--- src/rtl/uart_recv.sv ---
// uart_recv: 8N1 serial receiver (optional parity bit), 16x oversampled with a
// 2-of-3 majority vote per bit. Each received byte is handed to the consumer
// on a ready/ack handshake.
//
// Optional feature macro: UART_RX_PARITY_EN adds a parity bit between the data
// bits and the stop bit. The result of the parity check is reported on
// parity_errH. PARITY_ODD selects odd parity; without the macro it is unused.
//
// Ports:
//   sys_clk        in   master clock, rising edge
//   sys_rst_I      in   synchronous active-low reset
//   uart_REC_dataH in   asynchronous serial line, idle high
//   rec_ackH       in   consumer acknowledge (pulse or level)
//   rec_dataH      out  received byte, valid while rec_readyH=1
//   rec_readyH     out  byte available, held until acknowledged
//   rec_busyH      out  receiver not idle
//   frame_errH     out  one-cycle pulse on a bad stop bit
//   overrun_errH   out  sticky: a byte was overwritten before it was acked
//   parity_errH    out  parity mismatch on the held byte
//
// state  | meaning
// IDLE   | waiting for a falling edge on an armed line
// START  | validating the start bit (a glitch returns to IDLE)
// DATA   | shifting in 8 data bits, LSB first
// PARITY | sampling the parity bit (only with UART_RX_PARITY_EN)
// STOP   | resolving the stop bit at its centre
// BREAK  | bad stop bit seen, waiting for the line to return high
module uart_recv #(
  parameter int unsigned CLOCK_DIVIDE = 326,
  parameter bit          PARITY_ODD   = 1'b0
) (
  input  logic       sys_clk,
  input  logic       sys_rst_I,
  input  logic       uart_REC_dataH,
  input  logic       rec_ackH,
  output logic [7:0] rec_dataH,
  output logic       rec_readyH,
  output logic       rec_busyH,
  output logic       frame_errH,
  output logic       overrun_errH,
  output logic       parity_errH
);

  typedef enum logic [2:0] {
    S_IDLE, S_START, S_DATA, S_PARITY, S_STOP, S_BREAK
  } state_t;

  localparam logic [15:0] DIV_LOAD = 16'(CLOCK_DIVIDE - 1);

  state_t      state_q;
  logic        sync1_q, rx_s_q;
  logic        vld1_q, vld2_q, armed_q;
  logic [15:0] div_q;
  logic [3:0]  smp_q;
  logic [2:0]  bit_q;
  logic        v7_q, v8_q;
  logic [7:0]  sr_q, data_q;
  logic        ready_q, ferr_q, ovr_q;

  logic tick, at9, wrap, vote, start_d;

  assign tick    = (div_q == 16'd0);
  assign at9     = tick && (smp_q == 4'd9);
  assign wrap    = tick && (smp_q == 4'd15);
  // The third vote is taken live from rx_s on the count-9 tick.
  assign vote    = (v7_q & v8_q) | (v7_q & rx_s_q) | (v8_q & rx_s_q);
  assign start_d = (state_q == S_IDLE) && armed_q && !rx_s_q;

`ifdef UART_RX_PARITY_EN
  logic par_q, perr_q, par_mis;
  assign par_mis     = par_q ^ (^sr_q) ^ PARITY_ODD;
  assign parity_errH = perr_q;
`else
  // PARITY_ODD has no role without the parity bit.
  logic unused_parity_odd;
  assign unused_parity_odd = PARITY_ODD;
  assign parity_errH       = 1'b0;
`endif

  always_ff @(posedge sys_clk) begin
    if (!sys_rst_I) begin
      state_q <= S_IDLE;
      sync1_q <= 1'b1;
      rx_s_q  <= 1'b1;
      vld1_q  <= 1'b0;
      vld2_q  <= 1'b0;
      armed_q <= 1'b0;
      div_q   <= DIV_LOAD;
      smp_q   <= 4'd0;
      bit_q   <= 3'd0;
      v7_q    <= 1'b0;
      v8_q    <= 1'b0;
      sr_q    <= 8'h00;
      data_q  <= 8'h00;
      ready_q <= 1'b0;
      ferr_q  <= 1'b0;
      ovr_q   <= 1'b0;
`ifdef UART_RX_PARITY_EN
      par_q   <= 1'b0;
      perr_q  <= 1'b0;
`endif
    end else begin
      sync1_q <= uart_REC_dataH;
      rx_s_q  <= sync1_q;
      // The synchroniser resets to 1; those reset ones are not a real
      // observation of the line, so arming waits until they have flushed.
      vld1_q  <= 1'b1;
      vld2_q  <= vld1_q;
      if (vld2_q && rx_s_q) armed_q <= 1'b1;
      ferr_q  <= 1'b0;

      if (start_d || tick) div_q <= DIV_LOAD;
      else                 div_q <= div_q - 16'd1;

      if (state_q != S_IDLE && state_q != S_BREAK && tick) begin
        smp_q <= smp_q + 4'd1;
        if (smp_q == 4'd7) v7_q <= rx_s_q;
        if (smp_q == 4'd8) v8_q <= rx_s_q;
      end

      if (ready_q && rec_ackH) begin
        ready_q <= 1'b0;
        ovr_q   <= 1'b0;
`ifdef UART_RX_PARITY_EN
        perr_q  <= 1'b0;
`endif
      end

      case (state_q)
        S_IDLE: begin
          if (start_d) begin
            state_q <= S_START;
            smp_q   <= 4'd0;
          end
        end
        S_START: begin
          if (at9 && vote) begin
            state_q <= S_IDLE;
          end else if (wrap) begin
            state_q <= S_DATA;
            bit_q   <= 3'd0;
          end
        end
        S_DATA: begin
          if (at9) sr_q <= {vote, sr_q[7:1]};
          if (wrap) begin
            bit_q <= bit_q + 3'd1;
            if (bit_q == 3'd7) begin
`ifdef UART_RX_PARITY_EN
              state_q <= S_PARITY;
`else
              state_q <= S_STOP;
`endif
            end
          end
        end
`ifdef UART_RX_PARITY_EN
        S_PARITY: begin
          if (at9)  par_q   <= vote;
          if (wrap) state_q <= S_STOP;
        end
`endif
        S_STOP: begin
          if (at9) begin
            if (vote) begin
              data_q  <= sr_q;
              ready_q <= 1'b1;
              // An ack landing with completion consumes the old byte.
              ovr_q   <= ready_q && !rec_ackH;
`ifdef UART_RX_PARITY_EN
              perr_q  <= par_mis;
`endif
              state_q <= S_IDLE;
            end else begin
              ferr_q  <= 1'b1;
              state_q <= S_BREAK;
            end
          end
        end
        S_BREAK: begin
          if (rx_s_q) state_q <= S_IDLE;
        end
        default: state_q <= S_IDLE;
      endcase
    end
  end

  assign rec_dataH    = data_q;
  assign rec_readyH   = ready_q;
  assign rec_busyH    = (state_q != S_IDLE);
  assign frame_errH   = ferr_q;
  assign overrun_errH = ovr_q;

endmodule

--- config.mk ---
export PLATFORM = sky130hd
export DESIGN_NAME = uart_recv
export DESIGN_NICKNAME = d
export VERILOG_FILES = /design/src/rtl/uart_recv.sv
export SDC_FILE = /design/constraint.sdc
export NUM_CORES = 1
export LEC_CHECK = 0
export CELL_PAD_IN_SITES_DETAIL_PLACEMENT = 0
export CELL_PAD_IN_SITES_GLOBAL_PLACEMENT = 2
export CORE_MARGIN = 2
export CORE_UTILIZATION = 36
export DETAILED_ROUTE_END_ITERATION = 10
export MAX_ROUTING_LAYER = met4
export PLACE_DENSITY = 0.81
export SLEW_MARGIN = 10
export SYNTH_ARGS = -nofsm -noshare
export SYNTH_HDL_FRONTEND = slang
export SYNTH_SLANG_ARGS = --single-unit
export TNS_END_PERCENT = 20
--- constraint.sdc ---
create_clock -name sys_clk -period 2.7 [get_ports sys_clk]
set_clock_uncertainty 0.2 [all_clocks]
set_input_delay 0.405 -clock sys_clk [delete_from_list [all_inputs] [get_ports sys_clk]]
set_output_delay 0.405 -clock sys_clk [all_outputs]
set_load 0.02 [all_outputs]
==> qor.csv <==
stage,metric,value,unit
outcome,run status,"complete, no violations",
clock_tree,maximum count of clock buffers along a single path,2,
hold_path,Tightest Hold Check Type,reg2reg,
route,length of the first detailed-routing pass in iterations,4,
synth,cell area after technology mapping,2320,um^2
route,wire length per cell,12.3,um
pwr,clock power share,36.6,%
setup_path,arrival time of data at the critical path endpoint,2.32,ns
die,number of top-level pins,17,
route,Post-Route WL,4360,um
setup_path,kind of launch point of the worst setup path,register,
cells_and_area,synth-to-layout area growth,15.6,%
setup_path,largest fanout on the critical path,13,
die,die boundary height,84.2,um
setup_path,class of the most critical setup path,reg2reg,
die,Die W,84.2,um
setup_path,Critical Path End Type,register,
setup_path,RR Startpoint,div_q[0],
route,DRC marker count from the first detailed-route iteration,67,
setup_path,RR Endpoint,overrun_errH,
sta,slew margin rel.,58.2,%
synth,#FFs+latches synth,52,
global_route,overflow left after global routing,0,
place,HPWL after detailed placement,3050,um
synth,post-synthesis area per instance,8.98,um^2
sta,crit share post-route,85.5,%
cells_and_area,number of antenna repair diodes,0,
cells_and_area,Final Non-Filler Cells,355,
sta,hold violation count in the final report,0,
route,detailed-route via count,1719,
pwr,Sequential Power Share,53.6,%
synth,number of standard cells after synthesis,258,
place,Placer Congestion,0.726,
clock_tree,H-tree Lvls,2,
sta,setup violators final,0,
setup_path,flop2flop setup slack,0.39,ns
cells_and_area,area taken by multi-input logic gates,1200,um^2
sta,unrepaired setup endpoints after global routing,false,
clock_tree,clock slew at reported path FFs,0.10,ns
pwr,switching fraction of total power,24.7,%
clock_tree,hold-fix buffer count after cts,0,
setup_path,Worst R2R Path Depth,7,
clock_tree,insertion delay of the later-clocked pin in the worst-skew pair,0.31,ns
cells_and_area,layout cells sized above 1,10.1,%
pwr,proportion of power drawn by combinational gates,9.8,%
clock_tree,buffers inserted during post-CTS setup optimization,0,
route,number of nets with antenna violations after detailed routing,0,
clock_tree,clock tree root driver cell,sky130_fd_sc_hd__clkbuf_8,
setup_path,worst endpoint required time,2.71,ns
die,initial standard-cell utilization of the core,36.9,%
pwr,Power per Cell Area,557,nW/um^2
global_route,pin count of the biggest net entering global routing,22,
sta,peak clock frequency supported by timing,433,MHz
hold_path,number of instances on the worst hold path,1,
place,Cell Count Post-Placement,347,
clock_tree,number of buffers inserted during clock tree synthesis,5,
pwr,leakage power figure,0.941,nW
hold_path,"Endpoint, Worst Hold",rx_s_q,
synth,Synthesis Warnings,0,
route,via density per instance,4.84,
cells_and_area,Storage cell area,1040,um^2
clock_tree,count of cells resized by post-cts repair,0,
cells_and_area,number of nets in the layout,288,
sta,transition at the pin with the smallest max-transition slack,0.626,ns
global_route,total global routing track utilization,13.6,%
hold_path,worst hold path startpoint,sync1_q,
job,number of max-cap violations,0,
pwr,IR Drop Worst-Case VDD,249,uV
clock_tree,clk sinks,52,
sta,number of max-slew violations in the final report,0,
die,Total Die Area,7090,um^2
synth,synth unique cells,46,
route,DR DRC count,0,
die,number of standard-cell rows in the floorplan,29,
pwr,net load switching power,0.000368,W
pwr,Internal Pwr Total,0.00112,W
place,cell area reported after detailed placement,2560,um^2
cells_and_area,# fillers,649,
synth,register area share after synthesis,44.9,%
die,core region area,6280,um^2
global_route,number of antenna violations at the first check in global routing,0,
cells_and_area,final instance area,2680,um^2
global_route,number of global-route vias before repair,1634,
place,count of buffers from port buffering,15,
sta,accumulated negative setup slack,0,ns
sta,final period demand of the worst path,2.31,ns
clock_tree,CTS tree,built,
synth,net count of the mapped netlist,269,
global_route,wire length of the first global-routing pass,7660,um
critical path, cell delays in order (launching register included):
cell,delay (ns)
sky130_fd_sc_hd__dfxtp_1,0.34
sky130_fd_sc_hd__inv_1,0.09
sky130_fd_sc_hd__ha_1,0.15
sky130_fd_sc_hd__nor4b_4,0.26
sky130_fd_sc_hd__nand4_2,0.34
sky130_fd_sc_hd__or3_1,0.60
sky130_fd_sc_hd__o21ai_1,0.18
sky130_fd_sc_hd__nor2_1,0.06
kinds of logic (layout without fill, tap and decap cells):
group                      Yosys count  in the layout  synth area share, %
muxes                               11             11                 4.75
xor gates and xnor gates            17             17                 6.43
DFF                                 52             52                 44.9
AOI/OAI and AO/OA                   31             31                 8.05
other                                1              1                0.162
adders and majority gates            8              8                 4.21
buffers and inverters               16             36                 3.19
and+or+nand+nor                    122            122                 28.3
layout by cell type, fill, tap and decap left out, types with 7 or more instances in the layout:
cell | Yosys | final
sky130_fd_sc_hd__clkdlybuf4s50_1 | 0 | 15
sky130_fd_sc_hd__inv_1 | 7 | 7
sky130_fd_sc_hd__nand2b_1 | 9 | 9
sky130_fd_sc_hd__xnor2_1 | 13 | 13
sky130_fd_sc_hd__ha_1 | 7 | 7
sky130_fd_sc_hd__a21oi_1 | 14 | 14
sky130_fd_sc_hd__nand2_1 | 36 | 36
sky130_fd_sc_hd__dfxtp_1 | 52 | 52
sky130_fd_sc_hd__mux2i_1 | 11 | 11
sky130_fd_sc_hd__nor3_1 | 7 | 7
sky130_fd_sc_hd__nor2_1 | 39 | 39
worst max-delay path by stage:
stage,depth (start not counted),from,end,slack (ns)
after floorplan,6,smp_q[0],sr_q[7],0.64
after detailed placement,7,div_q[0],overrun_errH,0.37
final,7,div_q[0],overrun_errH,0.39
after CTS,7,div_q[0],overrun_errH,0.37
after global routing,7,div_q[0],state_q[1],0.13
after global placement,7,div_q[0],overrun_errH,0.35
Yosys cell counts, drive strengths merged:
library cell / instances / share of area (%)
dfxtp: 52 / 45
nand4: 2 / 1.1
a31oi: 1 / 0.27
or4: 1 / 0.38
or2: 2 / 0.54
and3: 1 / 0.27
nor4b: 1 / 1.0
o211ai: 1 / 0.32
and2: 1 / 0.27
a21oi: 14 / 3.0
nor3: 9 / 2.6
nor3b: 2 / 0.65
nand2: 36 / 5.8
maj3: 1 / 0.43
mux2i: 11 / 4.8
nor2b: 1 / 0.27
inv: 7 / 1.1
a21boi: 1 / 0.32
nand3b: 1 / 0.86
o22ai: 3 / 0.81
nand2b: 9 / 2.4
nand3: 4 / 0.86
o21ai: 7 / 1.5
buf: 4 / 1.2
o21a: 1 / 0.32
xor2: 4 / 1.5
or3b: 1 / 0.38
or3: 5 / 1.6
nor4: 7 / 2.8
a311oi: 1 / 0.38
nor2: 39 / 6.3
o31ai: 2 / 1.1
conb: 1 / 0.16
xnor2: 13 / 4.9
ha: 7 / 3.8
clkbuf: 5 / 0.81
metal layers:
metal | GRT usage [%] | wire length, um
met3 | 3.24 | 114
met2 | 19.6 | 1870
met1 | 18.7 | 2300
met4 | 4.40 | 66
met5 | - | 0
per-stage QoR:
| stage | total power (W) | hold WS (ns) | util [%] | worst slack [ns] |
|---|---|---|---|---|
| floorplan | 0.000920 | 0.183 | - | 0.638 |
| global placement | 0.000967 | 0.193 | 40.8 | 0.350 |
| detailed placement | 0.000965 | 0.196 | 40.8 | 0.368 |
| CTS | 0.00152 | 0.220 | 42.6 | 0.368 |
| global route | 0.00157 | 0.243 | 42.6 | 0.130 |
| finish | 0.00149 | 0.222 | 42.6 | 0.393 |
layout make-up:
type / instances / share of cell area [%]
Clock buffer: 5 / 2.57
Clock inverter: 3 / 1.78
Inverter: 7 / 0.982
Multi-Input combinational cell: 190 / 44.9
Sequential cell: 52 / 38.9
Tap cell: 77 / 3.60
Timing Repair Buffer: 21 / 7.29
sequential cells by signal, summed over array words and instances (netlist names):
signal / flops
v7_q: 1
overrun_errH: 1
div_q: 16
sync1_q: 1
vld1_q: 1
rec_dataH: 8
state_q: 3
frame_errH: 1
v8_q: 1
bit_q: 3
smp_q: 4
rx_s_q: 1
armed_q: 1
sr_q: 8
rec_readyH: 1
vld2_q: 1
power groups by stage:
stage,Combinational [W],Clock [W],Sequential [W]
final,0.000147,0.000545,0.000800
after global routing,0.000166,0.000602,0.000803
after CTS,0.000148,0.000567,0.000800
after detailed placement,0.000148,0,0.000817
after global placement,0.000150,0,0.000817
after floorplan,0.000108,0,0.000813
Note: power is estimated with default switching activity, not from simulation.
